**src/rtl/pcpu_pkg.sv**
```systemverilog
// Shared pipeline constants and types: reset/handler PCs, bubble encoding,
// and the interrupt FSM state enum used by the fetch stage.
package pcpu_pkg;
  localparam logic [31:0] RESET_PC_DEF   = 32'h0000_3000;
  localparam logic [31:0] HANDLER_PC_DEF = 32'h0000_4180;
  localparam logic [31:0] BUBBLE_INSTR   = 32'h0000_0000;

  typedef enum logic [1:0] {
    ST_NORMAL     = 2'd0,
    ST_INT_PEND   = 2'd1,
    ST_IN_HANDLER = 2'd2
  } int_state_t;

  // 32-bit modulo increment; the PC is never realigned.
  function automatic logic [31:0] pc_plus4(input logic [31:0] pc);
    return pc + 32'd4;
  endfunction
endpackage

```
**src/rtl/if_id_stage_if.sv**
```systemverilog
// Bus bundle for the fetch stage: hazard controls, instruction-memory port,
// IF/ID outputs and interrupt signals. The stage uses the master modport.
interface if_id_stage_if;
  import pcpu_pkg::*;

  // Flow control: there is no valid/ready pair here. Decode back-pressures with
  // stall (hold everything), IF_flush replaces the next fetch with a bubble, and
  // Valid_id_o marks whether the IF/ID register holds a real instruction.
  logic        stall;
  logic        IF_flush;
  logic [31:0] redirect_pc_i;
  logic        int_req_i;
  logic        int_en_i;
  logic        eret_i;
  logic [31:0] imem_data_i;
  logic [31:0] imem_addr_o;
  logic [31:0] Instr_id_o;
  logic [31:0] PC_id_o;
  logic [31:0] NPC_id_o;
  logic        Valid_id_o;
  logic [31:0] epc_o;
  logic        int_ack_o;
  int_state_t  int_state;

  modport master (
    input  stall, IF_flush, redirect_pc_i, int_req_i, int_en_i, eret_i, imem_data_i,
    output imem_addr_o, Instr_id_o, PC_id_o, NPC_id_o, Valid_id_o, epc_o, int_ack_o,
           int_state
  );

  modport slave (
    output stall, IF_flush, redirect_pc_i, int_req_i, int_en_i, eret_i, imem_data_i,
    input  imem_addr_o, Instr_id_o, PC_id_o, NPC_id_o, Valid_id_o, epc_o, int_ack_o,
           int_state
  );
endinterface

```
**src/rtl/if_int_ctrl.sv**
```systemverilog
// Interrupt FSM for the fetch stage: decides when to take the handler redirect
// or the eret return, and holds the saved return PC and the ack pulse.
module if_int_ctrl
  import pcpu_pkg::*;
(
  input  logic        clk,
  input  logic        rst,
  input  logic        stall,
  input  logic        IF_flush,
  input  logic [31:0] redirect_pc,
  input  logic        int_req,
  input  logic        int_en,
  input  logic        eret,
  input  logic [31:0] pc,
  output logic        take_int,
  output logic        take_eret,
  output logic [31:0] epc,
  output logic        int_ack,
  output int_state_t  state
);
  int_state_t state_next;
  logic       req;

  assign req = int_req & int_en;

  always_ff @(posedge clk or posedge rst) begin
    if (rst) state <= ST_NORMAL;
    else     state <= state_next;
  end

  always_comb begin
    state_next = state;
    case (state)
      ST_NORMAL:     if (req) state_next = stall ? ST_INT_PEND : ST_IN_HANDLER;
      ST_INT_PEND:   if (!req) state_next = ST_NORMAL;
                     else if (!stall) state_next = ST_IN_HANDLER;
      ST_IN_HANDLER: if (eret && !stall) state_next = ST_NORMAL;
      default:       state_next = ST_NORMAL;
    endcase
  end

  // A stalled stage cannot redirect; eret outranks a coincident flush upstream.
  always_comb begin
    take_int  = 1'b0;
    take_eret = 1'b0;
    case (state)
      ST_NORMAL, ST_INT_PEND: take_int  = req && !stall;
      ST_IN_HANDLER:          take_eret = eret && !stall;
      default: ;
    endcase
  end

  always_ff @(posedge clk or posedge rst) begin
    if (rst) begin
      epc     <= 32'h0;
      int_ack <= 1'b0;
    end else begin
      int_ack <= take_int;
      if (take_int) epc <= IF_flush ? redirect_pc : pc;
    end
  end
endmodule

```
**src/rtl/if_id_stage.sv**
```systemverilog
// Instruction fetch plus IF/ID pipeline register. Interrupt/eret support is
// built only when IF_INT_EN is defined; otherwise epc_o and int_ack_o are 0.
module if_id_stage
  import pcpu_pkg::*;
#(
  parameter logic [31:0] RESET_PC   = RESET_PC_DEF,
  parameter logic [31:0] HANDLER_PC = HANDLER_PC_DEF
) (
  input logic           clk,
  input logic           rst,
  if_id_stage_if.master bus
);
  logic [31:0] pc;
  logic [31:0] pc_next;
  logic [31:0] epc;
  logic        take_int;
  logic        take_eret;
  logic        bubble;

`ifdef IF_INT_EN
  if_int_ctrl u_int_ctrl (
    .clk         (clk),
    .rst         (rst),
    .stall       (bus.stall),
    .IF_flush    (bus.IF_flush),
    .redirect_pc (bus.redirect_pc_i),
    .int_req     (bus.int_req_i),
    .int_en      (bus.int_en_i),
    .eret        (bus.eret_i),
    .pc          (pc),
    .take_int    (take_int),
    .take_eret   (take_eret),
    .epc         (epc),
    .int_ack     (bus.int_ack_o),
    .state       (bus.int_state)
  );
  assign bus.epc_o = epc;
`else
  assign take_int      = 1'b0;
  assign take_eret     = 1'b0;
  assign epc           = 32'h0;
  assign bus.epc_o     = 32'h0;
  assign bus.int_ack_o = 1'b0;
  assign bus.int_state = ST_NORMAL;
`endif

  assign bubble          = take_int | take_eret | bus.IF_flush;
  assign bus.imem_addr_o = pc;

  always_comb begin
    if (take_int)          pc_next = HANDLER_PC;
    else if (take_eret)    pc_next = epc;
    else if (bus.IF_flush) pc_next = bus.redirect_pc_i;
    else if (bus.stall)    pc_next = pc;
    else                   pc_next = pc_plus4(pc);
  end

  always_ff @(posedge clk or posedge rst) begin
    if (rst) pc <= RESET_PC;
    else     pc <= pc_next;
  end

  // Any redirect discards the instruction fetched this cycle, even under stall.
  always_ff @(posedge clk or posedge rst) begin
    if (rst) begin
      bus.Instr_id_o <= BUBBLE_INSTR;
      bus.PC_id_o    <= 32'h0;
      bus.NPC_id_o   <= 32'h0;
      bus.Valid_id_o <= 1'b0;
    end else if (bubble) begin
      bus.Instr_id_o <= BUBBLE_INSTR;
      bus.PC_id_o    <= 32'h0;
      bus.NPC_id_o   <= 32'h0;
      bus.Valid_id_o <= 1'b0;
    end else if (!bus.stall) begin
      bus.Instr_id_o <= bus.imem_data_i;
      bus.PC_id_o    <= pc;
      bus.NPC_id_o   <= pc_plus4(pc);
      bus.Valid_id_o <= 1'b1;
    end
  end
endmodule

```
**src/flat_wrapper.sv**
```systemverilog
// flat-port wrapper written by rule: the top's interface ports become plain ports
module if_id_stage_flat import pcpu_pkg::*;
#(
  parameter logic [31:0] RESET_PC   = RESET_PC_DEF,
  parameter logic [31:0] HANDLER_PC = HANDLER_PC_DEF
)
  (clk, rst, bus_stall, bus_IF_flush, bus_redirect_pc_i, bus_int_req_i, bus_int_en_i, bus_eret_i, bus_imem_data_i, bus_imem_addr_o, bus_Instr_id_o, bus_PC_id_o, bus_NPC_id_o, bus_Valid_id_o, bus_epc_o, bus_int_ack_o, bus_int_state);
  if_id_stage_if bus_i ();
  input logic clk;
  input logic rst;
  input wire logic [$bits(bus_i.stall)-1:0] bus_stall;
  input wire logic [$bits(bus_i.IF_flush)-1:0] bus_IF_flush;
  input wire logic [$bits(bus_i.redirect_pc_i)-1:0] bus_redirect_pc_i;
  input wire logic [$bits(bus_i.int_req_i)-1:0] bus_int_req_i;
  input wire logic [$bits(bus_i.int_en_i)-1:0] bus_int_en_i;
  input wire logic [$bits(bus_i.eret_i)-1:0] bus_eret_i;
  input wire logic [$bits(bus_i.imem_data_i)-1:0] bus_imem_data_i;
  output wire logic [$bits(bus_i.imem_addr_o)-1:0] bus_imem_addr_o;
  output wire logic [$bits(bus_i.Instr_id_o)-1:0] bus_Instr_id_o;
  output wire logic [$bits(bus_i.PC_id_o)-1:0] bus_PC_id_o;
  output wire logic [$bits(bus_i.NPC_id_o)-1:0] bus_NPC_id_o;
  output wire logic [$bits(bus_i.Valid_id_o)-1:0] bus_Valid_id_o;
  output wire logic [$bits(bus_i.epc_o)-1:0] bus_epc_o;
  output wire logic [$bits(bus_i.int_ack_o)-1:0] bus_int_ack_o;
  output wire logic [$bits(bus_i.int_state)-1:0] bus_int_state;
  assign bus_i.stall = bus_stall;
  assign bus_i.IF_flush = bus_IF_flush;
  assign bus_i.redirect_pc_i = bus_redirect_pc_i;
  assign bus_i.int_req_i = bus_int_req_i;
  assign bus_i.int_en_i = bus_int_en_i;
  assign bus_i.eret_i = bus_eret_i;
  assign bus_i.imem_data_i = bus_imem_data_i;
  assign bus_imem_addr_o = bus_i.imem_addr_o;
  assign bus_Instr_id_o = bus_i.Instr_id_o;
  assign bus_PC_id_o = bus_i.PC_id_o;
  assign bus_NPC_id_o = bus_i.NPC_id_o;
  assign bus_Valid_id_o = bus_i.Valid_id_o;
  assign bus_epc_o = bus_i.epc_o;
  assign bus_int_ack_o = bus_i.int_ack_o;
  assign bus_int_state = bus_i.int_state;
  if_id_stage #(.RESET_PC(RESET_PC), .HANDLER_PC(HANDLER_PC)) u_core (.clk(clk), .rst(rst), .bus(bus_i));
endmodule
```
**config.mk**
```make
export PLATFORM = sky130hd
export DESIGN_NAME = if_id_stage_flat
export DESIGN_NICKNAME = d
export VERILOG_FILES = /design/src/rtl/pcpu_pkg.sv /design/src/rtl/if_id_stage_if.sv /design/src/rtl/if_int_ctrl.sv /design/src/rtl/if_id_stage.sv /design/src/flat_wrapper.sv
export SDC_FILE = /design/constraint.sdc
export NUM_CORES = 1
export LEC_CHECK = 0
export CAP_MARGIN = 20
export CORE_MARGIN = 8
export CORE_UTILIZATION = 45
export DETAILED_ROUTE_END_ITERATION = 10
export GPL_TIMING_DRIVEN = 0
export PLACE_DENSITY = 0.81
export SETUP_SLACK_MARGIN = 0.2
export SLEW_MARGIN = 25
export SYNTH_ARGS = -nofsm -noshare
export SYNTH_HDL_FRONTEND = slang
export SYNTH_SLANG_ARGS = --single-unit
```
**constraint.sdc**
```tcl
create_clock -name clk -period 4.71 [get_ports clk]
set_input_delay 0.942 -clock clk [delete_from_list [all_inputs] [get_ports clk]]
set_output_delay 0.942 -clock clk [all_outputs]
set_load 0.01 [all_outputs]
```
==> metrics.txt, run 1 <==
Net Sw Frac between 20% and 30%; Max Buffers Root-to-Sink 2; reg2reg path depth 6; critical path type in -> reg; CTS tree done; Tmin final between 3 and 4 ns; Initial Util 46.0%; detailed placer's ending HPWL around 16 mm; Max VDD drop around 0.21 mV; clk_lat worst skew approximately 0.42 ns; Resize count post-CTS 0; area of the mapped netlist around 0.0064 mm^2; RSZ-0062 raised after global routing no; family with the most delay on the worst path buffers and inverters; final worst path period share roughly 70%; clk root buf clkbuf_16; post-route setup TNS 0 ns; DR WL/cell between 15 and 20 um; total power ~0.0031 W; Setup violations, final 0; crit-path max FO 10; CORE AREA 0.0139 mm^2; worst hold start u_core.bus.Valid_id_o; synthesized instance count 646; All-Layer GR Usage a little under a quarter; Clk pin slew, worst setup/hold paths approximately 0.05 ns; Routed Antenna Nets 0; TritonCTS sink count between 100 and 150; Slew HR 37.0%; Levels on crit path 6; r2r setup slk just over 2 ns; Buf/Inv on CP 4; Switch Pwr 0.000839 W; Comb pwr share between 10% and 20%; EDFF count, synth 0; H-tree Lvls 4; placed inst area between 0.008 and 0.009 mm^2; vias just under 6,000; most frequent cells in the layout clkdlybuf4s50_1 (196), dfrtp_1 (125), nor2_1 (98); first-pass GRT wire length approximately 33 mm; max-slew violation count 0; Design Area, Final roughly 0.009 mm^2; leak pwr approximately 4.0 nW; initial DRC count 440; Slowest cell on crit path clkbuf_1; via/cell ratio 5.39; clock network power share 39.8%; Final WS setup between 1 and 1.5 ns; Hold Path End u_core.bus.Valid_id_o; Post-Syn Area per Cell approximately 10 um^2; CTS Hold Bufs 0; Reg2Reg Launch Point u_core.bus.imem_addr_o[2]; sequential power share between 40 and 50%; initial antenna violation count 0; Max-Cap Viols 0; remaining global-route overflow 0; sequential share of the synthesized area between 40% and 50%; Die W between 100 and 150 um; Fmax around 290 MHz; worst-path cell chain clkdlybuf4s50_1 > clkbuf_1 > clkbuf_1 > clkbuf_1 > mux2i_1 > nor2_1; Final Hold Viols 0; Detailed Routing Iterations Pass 1 6; vias in the first global route ~6,000; final core utilization 66.8%; status finished, final reports clean; commonest non-fill, non-tap cell in the layout clkdlybuf4s50_1; Setup crit end kind flip-flop; number of synthesis warnings 0; Die Y about 140 um; capturing point of the worst reg2reg path u_core.bus.NPC_id_o[28]; internal power 0.00225 W; worst hold path type reg -> reg; register bit total from synthesis 127; top_reg_cell synth dfrtp_1; diode count 0; CTS buffer count 17; Netlist cell types 50; asr flop ratio synth between 90% and 100%; largest net degree at the start of global routing 69; Die Area approximately 0.018 mm^2; Top cell by count, worst path clkbuf_1; PwrDens ~330 mW/mm^2; port bufs about 200; CP Data Arrival Time ~3.7 ns; CP Launch Type primary input; hold path depth 1; Post-Route WL about 21 mm; CP max stage delay 0.73 ns; dpl ws around 0.93 ns; postcts setup bufs 0; CP required roughly 5 ns; I/O pins ~240; Worst Skew about 0.0082 ns; Post-route DRC 0; fraction of layout cells with a size suffix above 1 under 10%; worst slew pin tran between 0.9 and 1 ns; row count 43; Area Growth Syn to Fin 45.4%; routability cong. approximately 0.87; Nets just under 1,000
-- worst max path at each step --
stage,from,end
detailed placement,bus_stall,u_core.bus.Instr_id_o[14]
finish,bus_stall,u_core.bus.PC_id_o[18]
global placement,rst,u_core.bus.imem_addr_o[15]
floorplan,rst,u_core.bus.Instr_id_o[0]
global route,bus_stall,u_core.bus.Instr_id_o[14]
CTS,bus_stall,u_core.bus.PC_id_o[18]
-- cells in the mapped netlist, types with 3 or more instances --
cell	n	share of area [%]
nor4_1	5	0.49
or4_1	12	1.4
a31oi_1	8	0.78
inv_1	9	0.53
nand2_1	39	2.3
mux2i_1	61	9.6
o211ai_1	4	0.47
xor2_1	13	1.8
dfrtp_1	125	49
a311oi_1	10	1.4
xnor2_1	12	1.6
nor3_1	4	0.31
or3_1	18	1.8
and4_1	6	0.82
buf_2	5	0.39
nand4_1	15	1.5
o31ai_1	3	0.35
nor2_1	98	5.8
clkbuf_1	33	1.9
a21oi_1	11	0.86
a221oi_1	4	0.55
a211oi_1	9	1.1
o21ai_0	34	2.7
nand3_1	19	1.5
buf_4	41	4.8
buf_1	9	0.53
nor2b_1	4	0.39
clkbuf_2	3	0.24
-- per-stage QoR --
| step | hold slack, ns | instances |
|---|---|---|
| 4_1_cts | 0.489 | 1089 |
| 2_1_floorplan | 0.516 | 680 |
| 3_5_place_dp | 0.478 | 1057 |
| 3_3_place_gp | 0.470 | 1056 |
| 6_report | 0.485 | 1089 |
| 5_1_grt | 0.525 | 1089 |
-- per-layer routing --
| metal | share of wire [%] | track usage, % | up-vias | wire length, um |
|---|---|---|---|---|
| li1 | - | - | 2707 | - |
| met1 | 40 | 28.8 | 2844 | 8560 |
| met2 | 47 | 37.1 | 282 | 10100 |
| met3 | 11 | 9.70 | 42 | 2300 |
| met4 | 2.5 | 8.14 | 0 | 529 |
| met5 | 0 | 0 | - | 0 |
-- cell families (layout without fill, tap and decap cells) --
logic type | Yosys count | after routing | synth area share, %
flip-flops | 127 | 127 | 49.9
AO/OA/AOI/OAI | 95 | 95 | 9.79
multiplexers | 63 | 63 | 9.92
XOR/XNOR | 25 | 25 | 3.43
AND/OR/NAND/NOR | 234 | 234 | 18.3
adder cells (fa/ha/maj) | 1 | 1 | 0.196
buffers and inverters | 100 | 329 | 8.45
other | 1 | 35 | 0.0588
-- power by group through the flow --
stage / clock network (W) / registers, W / logic, W
after global placement: 0 / 0.00126 / 0.000597
final: 0.00123 / 0.00125 / 0.000609
after detailed placement: 0 / 0.00126 / 0.000610
after CTS: 0.00124 / 0.00125 / 0.000612
after global routing: 0.00129 / 0.00126 / 0.000660
after floorplan: 0 / 0.00129 / 0.000260
-- state kept, by name, summed over array words and instances, names as in the netlist --
| signal | cells |
|---|---|
| u_core.bus.Instr_id_o | 32 |
| u_core.bus.NPC_id_o | 32 |
| u_core.bus.PC_id_o | 30 |
| u_core.bus.Valid_id_o | 1 |
| u_core.bus.imem_addr_o | 32 |
-- area by class of cell --
type                       count  area (um^2)
clock buffer                  26          489
clock inverter                 6         57.6
multi-input combinational    453         2790
sequential                   127         3180
timing repair buffer         197         1990
inverter                       9         41.3
fill                        1098         4600
tap                          180          225
buffer                        91          505
Power figures use the tool's default switching activity.
==> run 2: changes to the inputs <==
Settings changed: CORE_UTILIZATION 45 to 41, PLACE_DENSITY 0.81 to 0.78.
Clock period 4.71 ns to 2.7 ns, I/O delays scaled along.
==> run 2 against run 1 <==
  * Critical path depth is the same
  * Utilization shrank 5.0 points
  * Clock skew barely moved
  * Via count down 1.5%
  * Register-to-register slack got worse by 1.7 ns
  * Global-route usage fell by 2.0 points
==> metrics.txt, run 2 (synthesized netlist as in run 1, its figures left out) <==
status finished, final reports clean; RSZ-0062 raised after global routing no; DR WL/cell 19.8 um (+0.29%); Area Growth Syn to Fin 47.4%; I/O pins 235 (unchanged); Switch Pwr 0.00149 W (+77%); leak pwr 4.11 nW (+1.6%); remaining global-route overflow 0 (unchanged); Comb pwr share 20.2% (+0.4 points); initial antenna violation count 0 (unchanged); Setup violations, final 0 (unchanged); All-Layer GR Usage 21.6% (-2.0 points); clk_lat worst skew 0.42 ns (about the same); sequential power share 40.1% (-0.4 points); final worst path period share roughly 88%; Post-route DRC 0 (unchanged); crit-path max FO 9 (-1); Nets 973 (+0.52%); fraction of layout cells with a size suffix above 1 11.8% (+2.4 points); Fmax 423 MHz; Max Buffers Root-to-Sink 2 (unchanged); Final Hold Viols 0 (unchanged); capturing point of the worst reg2reg path u_core.bus.NPC_id_o[28]; vias 5,785 (-1.5%); critical path type reg -> reg; final core utilization 61.9% (-5.0 points); detailed placer's ending HPWL 16.0 mm (+2.1%); Reg2Reg Launch Point u_core.bus.imem_addr_o[3]; hold path depth 1 (unchanged); Detailed Routing Iterations Pass 1 7 (+1); commonest non-fill, non-tap cell in the layout clkdlybuf4s50_1; vias in the first global route 5,815 (-2.0%); TritonCTS sink count 127 (unchanged); Setup crit end kind flip-flop; routability cong. 0.862 (-0.79%); H-tree Lvls 4 (unchanged); Max-Cap Viols 0 (unchanged); CTS Hold Bufs 0 (unchanged); Slew HR 54.0% (+17 points); Net Sw Frac 27.4% (+0.20 points); Die Area 0.0198 mm^2 (+8.6%); CP Launch Type flip-flop; Max VDD drop 0.462 mV (+120%); Initial Util 42.0% (-4.0 points); dpl ws -0.626 ns (-1.56 ns); Hold Path End u_core.bus.Valid_id_o; Clk pin slew, worst setup/hold paths 0.05 ns (about the same); worst slew pin tran 0.683 ns (-0.253 ns); largest net degree at the start of global routing 32 (-54%); CORE AREA 0.0152 mm^2 (+9.5%); most frequent cells in the layout clkdlybuf4s50_1 (196), dfrtp_1 (123), nor2_1 (98); Die Y 141 um (+4.2%); row count 45 (+4.7%); placed inst area 0.00880 mm^2 (+0.76%); Routed Antenna Nets 0 (unchanged); via/cell ratio 5.25 (-2.7%); max-slew violation count 0 (unchanged); diode count 0 (unchanged); worst hold path type reg -> reg; clock network power share 39.7% (about the same); CTS buffer count 17 (unchanged); Tmin final ~2.4 ns; Final WS setup 0.336 ns (-0.977 ns); post-route setup TNS 0 ns (unchanged); Worst Skew 0.00833 ns (+0.000103 ns); CTS tree done; port bufs 196 (unchanged); initial DRC count 428 (-2.7%); first-pass GRT wire length 33.3 mm (-0.43%); CP Data Arrival Time 2.68 ns (-0.98 ns); r2r setup slk 0.34 ns (-1.73 ns); worst hold start u_core.bus.Valid_id_o; reg2reg path depth 6 (unchanged); clk root buf clkbuf_16; fillers 1,303 (+19%); Die W 141 um (+4.2%); Post-Route WL 21.8 mm (+1.5%); CP required 3.02 ns (-1.95 ns); internal power 0.00394 W (+75%); PwrDens 577 mW/mm^2 (+73%); Design Area, Final 0.00941 mm^2 (+1.4%)
-- run 2: changes by cell type in the layout (fill, tap and decap cells not counted), sizes merged --
| cell | change |
|---|---|
| inv | -1 |
| buf | +3 |
| clkbuf | +2 |
| clkinvlp | +1 |
-- run 2: area by class of cell --
class	instances	area, um^2	area share (%)
clock inverters	6	57.6	0.612
clock buffers	26	489	5.20
repair buffers	202	2060	22.0
plain buffers	91	526	5.59
well taps	188	235	2.50
inverters	9	37.5	0.399
flip-flops and latches	127	3180	33.8
multi-input cells	453	2810	29.9
-- run 2: routing by layer --
layer / wire length [um] / GRT usage, % / up-vias
met5: 0 / 0 / -
met4: 385 / 6.84 / 0
met3: 2180 / 9.08 / 27
met2: 10400 / 35.0 / 255
met1: 8800 / 25.6 / 2788
li1: - / - / 2715
-- run 2: metrics by stage --
step	instances	total power [W]	hold slack (ns)
after global placement	1064	0.00325	0.470
after CTS	1100	0.00545	0.500
final	1102	0.00542	0.494
after global routing	1102	0.00565	0.520
after floorplan	680	0.00270	0.516
after detailed placement	1068	0.00328	0.486
-- run 2: how the worst max path moves through the flow --
stage / from / to / slack [ns] / cells after the start
floorplan: u_core.bus.imem_addr_o[2] / u_core.bus.NPC_id_o[28] / 0.33 / 6
global placement: rst / u_core.bus.PC_id_o[24] / -0.67 / 2
detailed placement: bus_stall / u_core.bus.PC_id_o[13] / -0.63 / 6
CTS: u_core.bus.imem_addr_o[3] / u_core.bus.NPC_id_o[28] / 0.26 / 6
global route: bus_IF_flush / u_core.bus.PC_id_o[15] / 0.20 / 5
finish: u_core.bus.imem_addr_o[3] / u_core.bus.NPC_id_o[28] / 0.34 / 6
-- run 2: power groups by stage --
stage	sequential (W)	clock, W	combinational, W
2_1_floorplan	0.00224	0	0.000454
3_3_place_gp	0.00220	0	0.00105
3_5_place_dp	0.00220	0	0.00108
4_1_cts	0.00217	0.00219	0.00109
5_1_grt	0.00219	0.00227	0.00118
6_report	0.00217	0.00216	0.00109
-- run 2: repair_timing --
item                       in CTS  in global routing
setup buffers                   0                  2
setup endpoints to repair      81                 33
resized for setup              13                  9
hold endpoints to repair        0                  0
-- run 2: critical path, cell delays in order (launching register included) --
cell,delay (ns)
dfrtp_2,0.45
ha_4,0.21
nand4_4,0.16
or4_1,0.53
buf_2,0.18
or4_1,0.48
a311oi_1,0.25
==> run 3: changes to the inputs <==
Settings changed: MAX_ROUTING_LAYER set to met4, PLACE_DENSITY 0.78 to 0.77, SLEW_MARGIN 25 to unset, SYNTH_HIERARCHICAL set to 1.
==> run 3 against run 2 <==
  * Sequential share of layout area shrank 0.41 points
  * Routed wire length grew 0.72%
  * Synthesized area grew 1.2%
  * Total power grew 1.2%
  * Clock-buffer cell count grew 1
  * Design area grew 1.1%
  * Global-route usage grew 0.88 points
  * Non-clock buffer count is the same
  * Final cell count grew 3.4%
  * Sequential power is essentially flat
  * Critical path depth is the same
  * Largest power group is now clock
==> metrics.txt, run 3 <==
status finished, final reports clean; sequential share of the synthesized area 49.3% (-0.60 points); Slowest cell on crit path dfstp_2; Slew HR 36.1% (-18 points); Final Hold Viols 0 (unchanged); worst slew pin tran 0.950 ns (+0.267 ns); Worst Skew 0.00681 ns (-0.00152 ns); Design Area, Final 0.00951 mm^2 (+1.1%); placed inst area 0.00889 mm^2 (+1.1%); Area Growth Syn to Fin 47.3% (about the same); reg2reg path depth 6 (unchanged); top_reg_cell synth dfrtp_1; capturing point of the worst reg2reg path u_core/bus.NPC_id_o[28]; I/O pins 235 (unchanged); Die Y 142 um (+0.54%); area of the mapped netlist 0.00646 mm^2 (+1.2%); clk_lat worst skew 0.41 ns (about the same); Netlist cell types 59 (+18%); Setup crit end kind flip-flop; initial antenna violation count 1 (+1); Detailed Routing Iterations Pass 1 7 (unchanged); first-pass GRT wire length 33.7 mm (+1.1%); post-synth top area share 48.4% (-0.59 points); detailed placer's ending HPWL 16.4 mm (+2.3%); CP required 3.01 ns (about the same); RSZ-0062 raised after global routing no; initial DRC count 508 (+19%); Placed Instances 1,105 (+3.5%); Max VDD drop 0.394 mV (-15%); H-tree Lvls 4 (unchanged); CP Launch Type flip-flop; crit-path max FO 10 (+1); register bit total from synthesis 127 (unchanged); EDFF count, synth 0 (unchanged); number of synthesis warnings 6 (+6); CORE AREA 0.0157 mm^2 (+3.0%); post-route setup TNS 0 ns (unchanged); PwrDens 577 mW/mm^2 (about the same); max-slew violation count 0 (unchanged); CP max stage delay 0.52 ns (about the same); Die W 142 um (+0.54%); CP Data Arrival Time 2.75 ns (+0.07 ns); Max Buffers Root-to-Sink 2 (unchanged); CP Capture Point u_core/bus.NPC_id_o[28]; Tmin final 2.44 ns (+0.0744 ns); CTS tree done; port bufs 194 (-1.0%); fraction of layout cells with a size suffix above 1 11.3% (-0.55 points); Max-Cap Viols 0 (unchanged); routability cong. 0.977 (+13%); r2r setup slk 0.26 ns (-0.07 ns); clk root buf clkbuf_16; synthesized instance count 657 (+1.7%); worst-path cell chain buf_2 > nand4_1 > or3_4 > buf_6 > or4_1 > a311oi_1; CTS buffer count 17 (unchanged); critical path type reg -> reg; fin cells 1,140 (+3.4%); leak pwr 4.10 nW (-0.10%); Post-route DRC 0 (unchanged); Post-Syn Area per Cell 9.83 um^2 (-0.48%); synth top area cells dfrtp_1 (48%), mux2i_1 (8.8%), nor2_1 (5.6%); Routed Antenna Nets 0 (unchanged); Clk pin slew, worst setup/hold paths 0.06 ns (about the same); All-Layer GR Usage 22.5% (+0.88 points); Reg2Reg Launch Point u_core/bus.imem_addr_o[12]; Nets 982 (+0.92%); vias 5,947 (+2.8%); via/cell ratio 5.22 (-0.63%); Initial Util 41.2% (-0.72 points); Critical Path Source u_core/bus.imem_addr_o[12]; DR WL/cell 19.2 um (-2.6%); most frequent cells in the layout clkdlybuf4s50_1 (194), dfrtp_1 (125), nor2_1 (96); row count 46 (+2.2%); worst hold path type reg -> reg; Die Area 0.0200 mm^2 (+1.1%); most common cell in the netlist dfrtp_1; asr flop ratio synth 100% (unchanged); remaining global-route overflow 0 (unchanged); Fmax 410 MHz (-3.0%); largest net degree at the start of global routing 33 (+3.1%); Setup violations, final 0 (unchanged); Synth area leader dfrtp_1; vias in the first global route 5,944 (+2.2%); Synth top cells by count dfrtp_1 (125), nor2_1 (96), mux2i_1 (57); commonest non-fill, non-tap cell in the layout clkdlybuf4s50_1; Post-Route WL 21.9 mm (+0.72%); TritonCTS sink count 127 (unchanged); final worst path period share 90.3% (+2.8 points)
## run 3: cell type report
type / instances / area (um^2)
Multi-Input combinational cell: 460 / 2860
Tap cell: 216 / 270
Fill cell: 1379 / 6140
Antenna cell: 1 / 2.50
Buffer: 93 / 539
Clock buffer: 27 / 523
Clock inverter: 5 / 52.6
Sequential cell: 127 / 3180
Timing Repair Buffer: 200 / 2040
Inverter: 11 / 45.0
## run 3: logic make-up (layout without fill, tap and decap cells)
| logic type | after synthesis | after routing | share of synthesized area (%) |
|---|---|---|---|
| AND/OR/NAND/NOR | 244 | 244 | 18.5 |
| multiplexers | 59 | 59 | 9.18 |
| buffers and inverters | 104 | 336 | 8.97 |
| adder cells (fa/ha/maj) | 1 | 1 | 0.194 |
| XOR/XNOR | 23 | 23 | 3.12 |
| AO/OA/AOI/OAI | 98 | 98 | 10.7 |
| other | 1 | 36 | 0.0581 |
| flip-flops | 127 | 127 | 49.3 |
## run 3: worst min path at each step
stage / start / to / slack (ns) / depth (start not counted)
after floorplan: u_core/bus.Valid_id_o / u_core/bus.Valid_id_o / 0.52 / 1
after detailed placement: u_core/bus.Valid_id_o / u_core/bus.Valid_id_o / 0.48 / 1
final: u_core/bus.Valid_id_o / u_core/bus.Valid_id_o / 0.49 / 1
after global routing: u_core/bus.Valid_id_o / u_core/bus.Valid_id_o / 0.52 / 1
after global placement: u_core/bus.Valid_id_o / u_core/bus.Valid_id_o / 0.46 / 1
after CTS: u_core/bus.Valid_id_o / u_core/bus.Valid_id_o / 0.49 / 1
## run 3: through the flow
| step | setup slack (ns) | hold slack [ns] | total power (W) | util, % |
|---|---|---|---|---|
| final | 0.261 | 0.487 | 0.00549 | 60.8 |
| after global routing | 0.181 | 0.516 | 0.00572 | 60.8 |
| after CTS | 0.253 | 0.493 | 0.00552 | 60.5 |
| after detailed placement | -0.109 | 0.480 | 0.00329 | 56.8 |
| after global placement | -0.654 | 0.464 | 0.00326 | 56.2 |
| after floorplan | 0.445 | 0.516 | 0.00271 | - |
## run 3: per-layer routing
metal | share of wire (%) | wire, um | track usage (%) | vias up
met4 | 1.3 | 295 | 6.22 | 0
li1 | - | - | - | 2763
met3 | 10 | 2230 | 7.80 | 27
met1 | 41 | 8960 | 27.8 | 2835
met2 | 48 | 10500 | 34.6 | 322
met5 | 0 | 0 | - | -
## run 3: worst max-delay path, delay by kind of cell (launching register included)
family,cells,cell delay (ns)
AO/OA/AOI/OAI,1,0.25
buffers and inverters,2,0.37
flip-flops,1,0.52
AND/OR/NAND/NOR,3,1.19
## run 3: what timing repair did
item / CTS / global route
gates resized for setup: 1 / 8
hold buffers: 0 / 0
pin swaps: 0 / 1
endpoints found under the setup margin: 1 / 12
setup buffers: 0 / 2
## run 3: where the power goes
part	internal [W]	total, W	switching, W
combinational	0.000557	0.00110	0.000542
clock	0.00141	0.00222	0.000807
sequential	0.00205	0.00217	0.000123
total	0.00401	0.00549	0.00147
